<file path="src/rtl/avr_pkg.sv">
// ============================================================================
//  Module      : avr_pkg
//  Description : Shared types and constants for the AVR memory arbiter:
//                FSM state encoding and grant identifiers.
//  Revision    : 1.0  - initial release
// ============================================================================
`default_nettype none

package avr_pkg;

  // Arbiter FSM states
  typedef enum logic [1:0] {
    IDLE    = 2'd0,
    ACCESS  = 2'd1,
    RESPOND = 2'd2
  } state_t;

  // Grant identifiers (width of last_grant)
  localparam logic GNT_CPU = 1'b0;
  localparam logic GNT_DMA = 1'b1;

endpackage : avr_pkg

`default_nettype wire

</file>
<file path="src/rtl/avr_mem_arbiter.sv">
// ============================================================================
//  Module      : avr_mem_arbiter
//  Description : Two-requester (CPU / DMA) arbiter in front of a single-port
//                synchronous RAM. One access takes ACCESS + RESPOND; the other
//                requester is granted straight out of RESPOND, so alternating
//                traffic reaches one access every two cycles.
//  Revision    : 1.0  - initial release
// ============================================================================
`default_nettype none

module avr_mem_arbiter
  import avr_pkg::*;
#(
  parameter int ADDR_W       = 16,
  parameter int CPU_PRIORITY = 0
) (
  input  logic              clock,
  input  logic              reset,
  // CPU requester
  input  logic              cpu_req,
  input  logic              cpu_we,
  input  logic [ADDR_W-1:0] cpu_addr,
  input  logic [7:0]        cpu_wdata,
  output logic [7:0]        cpu_rdata,
  output logic              cpu_ack,
  // DMA requester
  input  logic              dma_req,
  input  logic              dma_we,
  input  logic [ADDR_W-1:0] dma_addr,
  input  logic [7:0]        dma_wdata,
  output logic [7:0]        dma_rdata,
  output logic              dma_ack,
  // Single-port RAM
  output logic [ADDR_W-1:0] mem_addr,
  output logic [7:0]        mem_wdata,
  output logic              mem_we,
  input  logic [7:0]        mem_rdata
);

  state_t r_state;
  state_t w_next_state;
  logic   r_last_grant;   // requester of the current / most recent access
  logic   w_grant;        // a new access is granted on this edge
  logic   w_grant_sel;    // which requester receives that grant

  // Next-state and grant selection; RESPOND ignores the acknowledged
  // requester's still-held req and only looks at the other side.
  always_comb begin
    w_next_state = r_state;
    w_grant      = 1'b0;
    w_grant_sel  = r_last_grant;
    case (r_state)
      IDLE: begin
        if (cpu_req && dma_req) begin
          w_grant      = 1'b1;
          w_grant_sel  = (CPU_PRIORITY != 0) ? GNT_CPU : ~r_last_grant;
          w_next_state = ACCESS;
        end else if (cpu_req) begin
          w_grant      = 1'b1;
          w_grant_sel  = GNT_CPU;
          w_next_state = ACCESS;
        end else if (dma_req) begin
          w_grant      = 1'b1;
          w_grant_sel  = GNT_DMA;
          w_next_state = ACCESS;
        end
      end
      ACCESS: begin
        w_next_state = RESPOND;
      end
      RESPOND: begin
        if (r_last_grant == GNT_CPU) begin
          if (dma_req) begin
            w_grant      = 1'b1;
            w_grant_sel  = GNT_DMA;
            w_next_state = ACCESS;
          end else begin
            w_next_state = IDLE;
          end
        end else begin
          if (cpu_req) begin
            w_grant      = 1'b1;
            w_grant_sel  = GNT_CPU;
            w_next_state = ACCESS;
          end else begin
            w_next_state = IDLE;
          end
        end
      end
      default: begin
        w_next_state = IDLE;
      end
    endcase
  end

  // State register and grant history; reset makes the CPU win the first tie
  always_ff @(posedge clock) begin
    if (reset) begin
      r_state      <= IDLE;
      r_last_grant <= GNT_DMA;
    end else begin
      r_state <= w_next_state;
      if (w_grant) begin
        r_last_grant <= w_grant_sel;
      end
    end
  end

  // Latch the granted request into the RAM port; write strobe lives one cycle
  always_ff @(posedge clock) begin
    if (reset) begin
      mem_addr  <= '0;
      mem_wdata <= '0;
      mem_we    <= 1'b0;
    end else begin
      mem_we <= 1'b0;
      if (w_grant) begin
        if (w_grant_sel == GNT_CPU) begin
          mem_addr  <= cpu_addr;
          mem_wdata <= cpu_wdata;
          mem_we    <= cpu_we;
        end else begin
          mem_addr  <= dma_addr;
          mem_wdata <= dma_wdata;
          mem_we    <= dma_we;
        end
      end
    end
  end

  // Acks decode RESPOND for the owner; RAM read data lands in that same cycle
  assign cpu_ack   = (r_state == RESPOND) && (r_last_grant == GNT_CPU);
  assign dma_ack   = (r_state == RESPOND) && (r_last_grant == GNT_DMA);
  assign cpu_rdata = mem_rdata;
  assign dma_rdata = mem_rdata;

endmodule : avr_mem_arbiter

`default_nettype wire

</file>
<file path="config.mk">
export PLATFORM = sky130hd
export DESIGN_NAME = avr_mem_arbiter
export DESIGN_NICKNAME = d
export VERILOG_FILES = /design/src/rtl/avr_pkg.sv /design/src/rtl/avr_mem_arbiter.sv
export SDC_FILE = /design/constraint.sdc
export NUM_CORES = 1
export LEC_CHECK = 0
export ABC_AREA = 1
export BUFFER_PORTS_ARGS = -buffer_cell sky130_fd_sc_hd__buf_2
export CORE_UTILIZATION = 35
export CTS_BUF_LIST = sky130_fd_sc_hd__clkbuf_8
export CTS_CLUSTER_DIAMETER = 60
export DETAILED_ROUTE_END_ITERATION = 6
export PLACE_DENSITY = 0.74
export RECOVER_POWER = 100
export SYNTH_ARGS = -nofsm -noshare
export SYNTH_HDL_FRONTEND = slang
export SYNTH_SLANG_ARGS = --single-unit
</file>
<file path="constraint.sdc">
create_clock -name clock -period 1.2 [get_ports clock]
set_input_delay 0.24 -clock clock [delete_from_list [all_inputs] [get_ports clock]]
set_output_delay 0.24 -clock clock [all_outputs]
set_load 0.01 [all_outputs]
</file>
# == Yosys cells after proc, flatten, opt, wreduce, memory -nomap -nowiden ==
# Cells that the tools add are included.
# word_totals
regBits,28
wordCells,37
mem_bits_rw,0
mem_bits_ro,0
latch_bits,0
out_inout_bits,43
mem_count,0
in_bits,62
# classes
n_addsub,0
n_reduce_logical,5
multipliers,0
eq_ne,3
bitwise,2
n_lt_le_gt_ge,0
n_mux,22
div,0
shifts,0
# op_table
op,n
$mux 16,1
$mux 1,13
$mux 2,4
$mux 8,1
$pmux 2 s3,1
$ne 4x4->1 const B,1
$pmux 1 s2,2
$logic_and 1x1->1,3
$eq 2x1->1 const B,1
$eq 2x2->1 const B,1
$logic_not 2->1,1
$not 1->1,2
$reduce_or 2->1,1

# == Longest topological paths before layout ==
# Gate-level depths: netlist of the first run.
# logic_depth
depth_word,6
mapped_depth,9
mapped_depth_nobuf,8

# == Least setup slack after synthesis of the first run ==
# No wires, ideal clock.
# synth_path
path_type,register -> register
from,register (tool-made name)
to,register mem_addr[0]
stages_incl_launch_ff,10
path_buffers,1
required_time_ns,1.088
setup_ns,0.112
arrival_ns,1.026
period_less_slack_ns,1.138
setup_slack_ns,0.062
cell_sequence,dfxtp_1 inv_2 nand2_2 nand3_1 nand2_2 nand2_2 clkinv_4 buf_4 nand2_1 nand2_1
# synth_lines
element,line,rtl
end signal: assignment,avr_mem_arbiter.sv:119,mem_addr <= cpu_addr;
end signal: assignment,avr_mem_arbiter.sv:123,mem_addr <= dma_addr;
end: declaration,avr_mem_arbiter.sv:34,"output logic [ADDR_W-1:0] mem_addr,"

==> results.txt, run 1 <==
Clk_lat worst skew: 0.26 ns
Hold_ws: 0.236 ns
Initial Util: 36.6%
# H-tree levels: 1
Area contributors post-synth: dfxtp_1 (38%), nand2_1 (32%), buf_4 (9.2%)
WP data arrival: 1.02 ns
Period utilization: 105%
Synthesis-stage register bit count: 28
Primary FF master, synth: dfxtp_1
Post-DP HPWL: 2.52 mm
LEAKAGE: 1.08 nW
Via/cell ratio: 4.39
Final ANT Viol Nets: 0
Total GRT Usage: 16.3%
Total power: 0.00252 W
Drt first-iter violations: 38
Setup TNS: -0.135 ns
CTS Root Cell: clkbuf_8
Hold Fails Final Rpt: 0
Antenna Cells: 0
RSZ-0062 raised after global routing: yes
Mapped cell area: 1470 µm²
Vias in the first global route: 1,283
Max transition margin: 79.0%
Post-synth ARST share: 0%
Number of synthesis warnings: 0
Post-layout nets: 361
Outcome: finished, violations left
Tmin final: 1.26 ns
CTS Hold Bufs: 0
Commonest cells in the netlist: nand2_1 (124), dfxtp_1 (28), nand3_1 (27)
Syn Inst Count: 226
Critical path launch point type: register
Post-synth top area cell: dfxtp_1
Most frequent cell after synthesis: nand2_1
Min-Delay Path Class: input pin to register
Drt wl/cell: 10.4 µm
DRC: 0
First-pass GRT wire length: 5.55 mm
Clock skew: 0.00132 ns
Max Clock Freq: 795 MHz
Cell Area, Placed: 1830 µm²
Fill cells: 454
Largest net degree at the start of global routing: 27
Crit-path max FO: 4
Die X: 66.9 µm
Crit end category: primary output
Failing checks: negative setup slack
Share of layout cells above drive strength 1: 29.2%
P&R area growth vs syn: 31.4%
Peak supply drop: 0.519 mV
Pins over their slew limit: 0
TritonCTS Buffers: 3
# rows: 23
Number of buffers added on ports: 80
Netlist cell types: 16
Yosys top cell area share: 38.0%
Clock Sinks: 28
Final Setup Violations: 13
Syn Area/Cell: 6.52 µm²
Clk slew on worst S/H paths: 0.09 ns
GRT overflow: 0
I/O pin cnt: 105
Die ar.: 4470 µm²
Req. time, crit path: 0.96 ns
Core area: 4030 µm²
Antenna violations before repair: 0
Max-Cap Viols: 0
Seq/Total Area, Yosys: 38.0%
Setup ws final: -0.0585 ns
Crit Path Category: register to primary output
Final instance area: 1940 µm²
Die Span Y: 66.9 µm
Syn_nets: 288
Vias: 1,527
Bufs on Longest Clock Path: 2
Cell Pwr Density: 1300 nW/µm²
Drt pass-1 iters: 4
Number of synthesized flops with an enable pin: 0
CTS tree: yes
GP Congestion: 0.670
Post-layout utilization of the core: 48.1%
Routed WL: 3.62 mm
Tightest Pin Transition: 0.311 ns
power breakdown:
group	switching, W	internal (W)	leakage (nW)	total, W
Combinational	0.000481	0.000353	0.824	0.000834
Sequential	0.0000714	0.00105	0.231	0.00112
Clock	0.000273	0.000293	0.0288	0.000566
Total	0.000826	0.00170	1.08	0.00252
cell usage in the layout (no fill, tap or decap):
master	n
nand2_4	2
buf_2	55
dfxtp_2	3
clkbuf_1	25
buf_12	3
inv_1	5
clkbuf_8	4
nand2_2	3
nor2_4	2
o21ai_0	1
clkbuf_2	1
nand2_1	123
nand3_4	1
nor3_1	1
buf_4	9
clkinv_8	1
a21oi_1	1
dfxtp_1	25
nor2_2	1
nor2_1	3
nand3_1	27
inv_2	2
logic make-up after synthesis:
kind of cell / after synthesis / share of synthesized area (%)
AOI/OAI and AO/OA: 2 / 0.678
buffers and inverters: 34 / 15.5
and+or+nand+nor: 162 / 45.8
DFF: 28 / 38.0
layer usage:
layer / wire (µm) / GRT usage, % / vias up
met4: 12 / 5.05 / 0
met1: 1660 / 20.0 / 649
met2: 1730 / 28.8 / 54
met5: 0 / 0 / -
met3: 224 / 2.40 / 2
li1: - / - / 822
per-stage QoR:
step                setup WS (ns)  cells
finish                    -0.0585    348
global placement           -0.112    338
global route               -0.109    348
floorplan                  0.0617    226
CTS                       -0.0756    348
detailed placement         -0.131    338
worst paths after layout:
check	start	end	slack (ns)	depth (start not counted)
worst min-delay path	dma_we	mem_we	0.24	3
worst max register to register	register	mem_addr[13]	-0.01	8
worst max-delay path	register	dma_ack	-0.06	4
worst min register to register	mem_addr[5]	mem_addr[5]	0.45	2
critical path, stage by stage (launching register included):
cell and delay, ns:
dfxtp_2 0.37, inv_2 0.05, buf_4 0.12, nor2_1 0.08, buf_2 0.13
final cells by class:
type / instances / area, µm² / share of cell area (%)
multi-input cells: 165 / 711 / 36.7
flip-flops and latches: 28 / 564 / 29.1
repair buffers: 93 / 502 / 25.9
well taps: 50 / 62.6 / 3.23
clock buffers: 4 / 55.1 / 2.84
inverters: 8 / 42.5 / 2.20
sequential cells by signal (all words and copies together) (netlist names), named ones only:
| name | cells |
|---|---|
| mem_wdata | 8 |
| mem_we | 1 |
| r_state | 2 |
| mem_addr | 16 |
repair_timing:
action,in CTS,in global routing
endpoints found under the setup margin,27,26
pin swaps,4,1
gates cloned,1,0
buffers inserted,5,0
resized for setup,10,0
Power figures use the tool's default switching activity.
==> run 2, diff against run 1 <==
--- a/config.mk
+++ b/config.mk
@@ -11,7 +11,8 @@
 export CTS_BUF_LIST = sky130_fd_sc_hd__clkbuf_8
 export CTS_CLUSTER_DIAMETER = 60
 export DETAILED_ROUTE_END_ITERATION = 6
-export PLACE_DENSITY = 0.74
+export GPL_TIMING_DRIVEN = 0
+export PLACE_DENSITY = 0.77
 export RECOVER_POWER = 100
 export SYNTH_ARGS = -nofsm -noshare
 export SYNTH_HDL_FRONTEND = slang
==> constraint.sdc (replaced) <==
create_clock -name clock -period 1.1 [get_ports clock]
set_input_delay 0.22 -clock clock [delete_from_list [all_inputs] [get_ports clock]]
set_output_delay 0.22 -clock clock [all_outputs]
set_load 0.01 [all_outputs]
==> results.txt, run 2 (synthesis gave the netlist of run 1 again) <==
Cell Pwr Density: 1370 nW/µm² (+5.2%)
WP data arrival: 1.04 ns (+0.02 ns)
GRT overflow: 0 (unchanged)
CTS Root Cell: clkbuf_8
Vias: 1,667 (+9.2%)
Clock Sinks: 28 (unchanged)
Hold path depth: 2 (-1)
Post-layout nets: 398 (+10%)
Hold Fails Final Rpt: 0 (unchanged)
Max transition margin: 84.4% (+5.4 points)
I/O pin cnt: 105 (unchanged)
Post-layout utilization of the core: 56.9% (+8.9 points)
Min-Delay Path Class: input pin to register
Max reg flops: 16 (unchanged)
First-pass GRT wire length: 5.72 mm (+3.0%)
Tightest Pin Transition: 0.232 ns (-0.0794 ns)
Die Span Y: 66.9 µm (unchanged)
Worst hold endpoint: r_state[1]
Layout Cells excl Fill: 385 (+11%)
Outcome: finished, violations left
Antenna Cells: 0 (unchanged)
TritonCTS Buffers: 3 (unchanged)
Final Setup Violations: 28 (+15)
Inst Count DP: 372 (+10%)
Top flop regs: mem_addr (16), mem_wdata (8), r_state (2)
Tmin final: 1.26 ns
Most flops, register: mem_addr
P&R area growth vs syn: 55.6%
Crit Path Category: register to primary output
Critical path launch point type: register
Setup ws final: -0.164 ns (-0.105 ns)
Worst Hold Launch: reset
Most frequent cells in the layout: nand2_1 (114), buf_2 (80), nand3_1 (26), dfxtp_1 (25), buf_4 (23)
Antenna violations before repair: 0 (unchanged)
RSZ-0062 raised after global routing: yes
Max Clock Freq: 791 MHz
Die ar.: 4470 µm² (unchanged)
DRC: 0 (unchanged)
Core area: 4030 µm² (unchanged)
R2R Path Start: r_state[0]
Drt first-iter violations: 30 (-21%)
Final ANT Viol Nets: 0 (unchanged)
Failing checks: negative setup slack
# rows: 23 (unchanged)
Largest net degree at the start of global routing: 17 (-37%)
Vias in the first global route: 1,357 (+5.8%)
Pins over their slew limit: 0 (unchanged)
Crit-path max FO: 4 (unchanged)
GP Congestion: 0.772 (+15%)
Period utilization: 115%
CTS Hold Bufs: 0 (unchanged)
Number of buffers added on ports: 96 (+20%)
Via/cell ratio: 4.33 (-1.3%)
Drt pass-1 iters: 4 (unchanged)
Capturing point of the worst reg2reg path: mem_wdata[6]
R2R cell count: 9 (+1)
Max-Cap Viols: 0 (unchanged)
Post-DP HPWL: 2.81 mm (+11%)
Clk_lat worst skew: 0.27 ns (about the same)
Routed WL: 3.84 mm (+5.9%)
Most common cell after layout, fill and taps aside: nand2_1
CTS tree: yes
Req. time, crit path: 0.88 ns (-0.08 ns)
Clk slew on worst S/H paths: 0.10 ns (about the same)
Initial Util: 36.6% (unchanged)
# H-tree levels: 1 (unchanged)
Share of layout cells above drive strength 1: 43.6% (+14 points)
LEAKAGE: 1.34 nW (+23%)
Drt wl/cell: 9.96 µm (-4.2%)
Clock skew: 0.00389 ns (+0.00257 ns)
Die X: 66.9 µm (unchanged)
Bufs on Longest Clock Path: 2 (unchanged)
Peak supply drop: 0.697 mV (+34%)
Crit end category: primary output
Worst reg-to-reg setup slack: -0.10 ns (-0.09 ns)
Total GRT Usage: 17.0% (+0.73 points)
-- run 2: repair_timing --
item | CTS | global route
gates resized for setup | 22 | 21
pin swaps | 7 | 5
endpoints found under the setup margin | 29 | 29
gates cloned | 1 | 2
setup buffers | 5 | 1
-- run 2: critical path, cell delays in order (launching register included) --
cell	delay (ns)
dfxtp_4	0.38
nor2_4	0.13
inv_2	0.05
nor2_2	0.09
buf_2	0.13
-- run 2: worst max-delay path by stage --
stage	cells past startpoint	start	end	slack (ns)
final	4	r_state[0]	dma_ack	-0.16
after global routing	4	r_state[0]	dma_ack	-0.20
after CTS	5	r_state[1]	dma_ack	-0.18
after detailed placement	7	dma_req	mem_addr[11]	-0.17
after global placement	7	register	mem_wdata[5]	-0.14
after floorplan	9	register	mem_addr[0]	0.01
-- run 2: area by class of cell --
cell class | instances | area (µm²)
Timing Repair Buffer | 105 | 562
Tap cell | 50 | 62.6
Fill cell | 403 | 1740
Sequential cell | 28 | 569
Clock buffer | 3 | 41.3
Inverter | 8 | 40.0
Clock inverter | 1 | 30.0
Buffer | 26 | 233
Multi-Input combinational cell | 164 | 756
-- run 2: metal layers --
metal  up-vias  global-route usage [%]  routed length [µm]
li1        897                       -                   -
met1       705                    19.0                1690
met2        63                    32.1                1860
met3         2                    3.25                 277
met4         0                    4.79                   8
met5         -                       0                   0
-- run 2: report_power, final --
group | total [W] | switching [W] | internal, W | leakage [nW]
Combinational | 0.00112 | 0.000593 | 0.000526 | 1.07
Clock | 0.000802 | 0.000315 | 0.000487 | 0.0357
Sequential | 0.00122 | 0.0000746 | 0.00115 | 0.232
Total | 0.00314 | 0.000983 | 0.00216 | 1.34
-- run 2: through the flow --
step | area (µm²) | worst slack, ns | setup TNS [ns] | total power [W] | hold WS [ns]
2_1_floorplan | 1480 | 0.0112 | 0 | 0.00184 | 0.297
3_3_place_gp | 2030 | -0.143 | -2.76 | 0.00217 | 0.431
3_5_place_dp | 2030 | -0.171 | -3.25 | 0.00219 | 0.434
4_1_cts | 2210 | -0.183 | -3.15 | 0.00309 | 0.158
5_1_grt | 2290 | -0.198 | -4.05 | 0.00335 | 0.166
6_report | 2290 | -0.164 | -2.49 | 0.00314 | 0.159
==> run 3, diff against run 2 <==
--- a/config.mk
+++ b/config.mk
@@ -6,7 +6,9 @@
 export NUM_CORES = 1
 export LEC_CHECK = 0
 export ABC_AREA = 1
+export ABC_CLOCK_PERIOD_IN_PS = 1100
 export BUFFER_PORTS_ARGS = -buffer_cell sky130_fd_sc_hd__buf_2
+export CORE_MARGIN = 8
 export CORE_UTILIZATION = 35
 export CTS_BUF_LIST = sky130_fd_sc_hd__clkbuf_8
 export CTS_CLUSTER_DIAMETER = 60
@@ -14,6 +16,7 @@
 export GPL_TIMING_DRIVEN = 0
 export PLACE_DENSITY = 0.77
 export RECOVER_POWER = 100
+export SETUP_SLACK_MARGIN = 0.02
 export SYNTH_ARGS = -nofsm -noshare
 export SYNTH_HDL_FRONTEND = slang
 export SYNTH_SLANG_ARGS = --single-unit
==> results.txt, run 3 (synthesis gave the netlist of run 1 again) <==
Clk slew on worst S/H paths: 0.09 ns (about the same)
Die X: 80.9 µm (+21%)
Min-Delay Path Class: input pin to register
Clk_lat worst skew: 0.26 ns (about the same)
Logic pwr share: 39.7% (+4.1 points)
GP Congestion: 0.774 (+0.32%)
Vias in the first global route: 1,745 (+29%)
Worst Hold Launch: reset
Max reg flops: 16 (unchanged)
Clock skew: 0.00188 ns (-0.00201 ns)
LEAKAGE: 1.24 nW (-7.0%)
Initial Util: 36.6% (unchanged)
Hold Fails Final Rpt: 0 (unchanged)
Max transition margin: 85.9% (+1.4 points)
Clk pwr share: 18.2% (-7.3 points)
CTS Hold Bufs: 0 (unchanged)
CTS Root Cell: clkbuf_8
RSZ-0062 raised after global routing: yes
Die Span Y: 80.9 µm (+21%)
Crit Path Category: register to primary output
P&R area growth vs syn: 53.8%
Number of buffers added on ports: 96 (unchanged)
Failing checks: negative setup slack
Top flop regs: mem_addr (16), mem_wdata (8), r_state (2)
Req. time, crit path: 0.88 ns (about the same)
Multi-input logic area: 761 µm² (+0.66%)
Outcome: finished, violations left
Post-layout nets: 399 (+0.25%)
Net Sw Frac: 33.9% (+2.6 points)
I/O pin cnt: 105 (unchanged)
# rows: 23 (unchanged)
DRC: 0 (unchanged)
Cell Area, Placed: 2030 µm² (unchanged)
Drt first-iter violations: 46 (+53%)
Max-Cap Viols: 0 (unchanged)
Antenna violations before repair: 0 (unchanged)
Peak supply drop: 0.940 mV (+35%)
Drt wl/cell: 12.2 µm (+23%)
Share of power burned in registers: 42.2% (+3.3 points)
FF+latch area: 569 µm² (unchanged)
Final ANT Viol Nets: 0 (unchanged)
First-pass GRT wire length: 7.56 mm (+32%)
Most common cell after layout, fill and taps aside: nand2_1
# H-tree levels: 1 (unchanged)
Power Internal: 0.00192 W (-11%)
Tightest Pin Transition: 0.210 ns (-0.0215 ns)
WP data arrival: 1.03 ns (about the same)
Clock Sinks: 28 (unchanged)
Total GRT Usage: 14.0% (-3.0 points)
Crit end category: primary output
Fill cells: 418 (+3.7%)
Largest net degree at the start of global routing: 15 (-2)
Crit-path cells: inv_4, buf_6, nor2_1, buf_2
Bufs on Longest Clock Path: 2 (unchanged)
TritonCTS Buffers: 3 (unchanged)
Cell Pwr Density: 1280 nW/µm² (-6.6%)
Routed WL: 4.70 mm (+23%)
Vias: 1,670 (+0.18%)
Drt pass-1 iters: 4 (unchanged)
Via/cell ratio: 4.34 (+0.18%)
Tmin final: 1.25 ns (-0.0147 ns)
Post-layout utilization of the core: 56.3% (-0.65 points)
Crit-path max FO: 5 (+1)
CTS tree: yes
Setup TNS: -1.58 ns (+0.903 ns)
Net switching power figure: 0.000983 W (about the same)
Max Clock Freq: 801 MHz (+1.2%)
Post-DP HPWL: 3.59 mm (+28%)
Final Setup Violations: 27 (-3.6%)
Most flops, register: mem_addr
Most frequent cells in the layout: nand2_1 (110), buf_2 (55), clkbuf_1 (41), nand3_1 (26), dfxtp_1 (25)
Antenna Cells: 0 (unchanged)
Critical path launch point type: register
Worst path max stage delay: 0.40 ns (+0.02 ns)
Share of layout cells above drive strength 1: 37.0% (-6.6 points)
Worst path slowest cell: dfxtp_4
Hold_ws: 0.180 ns (+0.0211 ns)
Final instance area: 2270 µm² (-1.1%)
Core area: 4030 µm² (unchanged)
GRT overflow: 0 (unchanged)
Pins over their slew limit: 0 (unchanged)
Period utilization: 114% (-1.3 points)
Die ar.: 6540 µm² (+46%)
Setup ws final: -0.149 ns (+0.0147 ns)
-- run 3: area by class of cell --
| class | count | area share [%] |
|---|---|---|
| clock buffer | 3 | 1.82 |
| tap | 50 | 2.76 |
| inverter | 8 | 1.77 |
| timing repair buffer | 106 | 24.7 |
| multi-input combinational | 164 | 33.6 |
| sequential | 28 | 25.1 |
| buffer | 26 | 10.3 |
-- run 3: what timing repair did --
item	in CTS	in global routing
setup buffers	7	0
pin swaps	16	3
gates cloned	2	1
gates resized for setup	39	10
endpoints found under the setup margin	29	28
endpoints found under the hold margin	0	0
-- run 3: worst max-delay path: cells and delay by family, from the launching register on --
| family | cells | cell delay (ns) |
|---|---|---|
| simple gates | 1 | 0.08 |
| buf+inv | 3 | 0.28 |
| flops | 1 | 0.40 |
-- run 3: metal layers --
layer	global-route usage, %	part of all wire [%]
met5	0	0
met4	1.96	0.79
met3	5.41	11
met2	26.9	49
met1	14.1	39
-- run 3: final timing paths --
path,end,slack (ns),cells past startpoint
hold reg to reg,r_state[1],0.44,1
setup reg to reg,mem_wdata[5],-0.07,9
setup / recovery,dma_ack,-0.15,4
hold / removal,r_state[1],0.18,2
-- run 3: power groups by stage --
stage	registers, W	logic (W)	clock network (W)
after floorplan	0.00129	0.000544	0
after global placement	0.00123	0.000961	0
after detailed placement	0.00123	0.000975	0
after CTS	0.00122	0.00115	0.000557
after global routing	0.00124	0.00129	0.000593
final	0.00122	0.00115	0.000527
-- run 3: through the flow --
stage	instances	setup slack [ns]	power, W
after floorplan	226	0.0112	0.00184
after global placement	372	-0.155	0.00219
after detailed placement	372	-0.190	0.00221
after CTS	384	-0.171	0.00293
after global routing	385	-0.201	0.00313
final	385	-0.149	0.00290
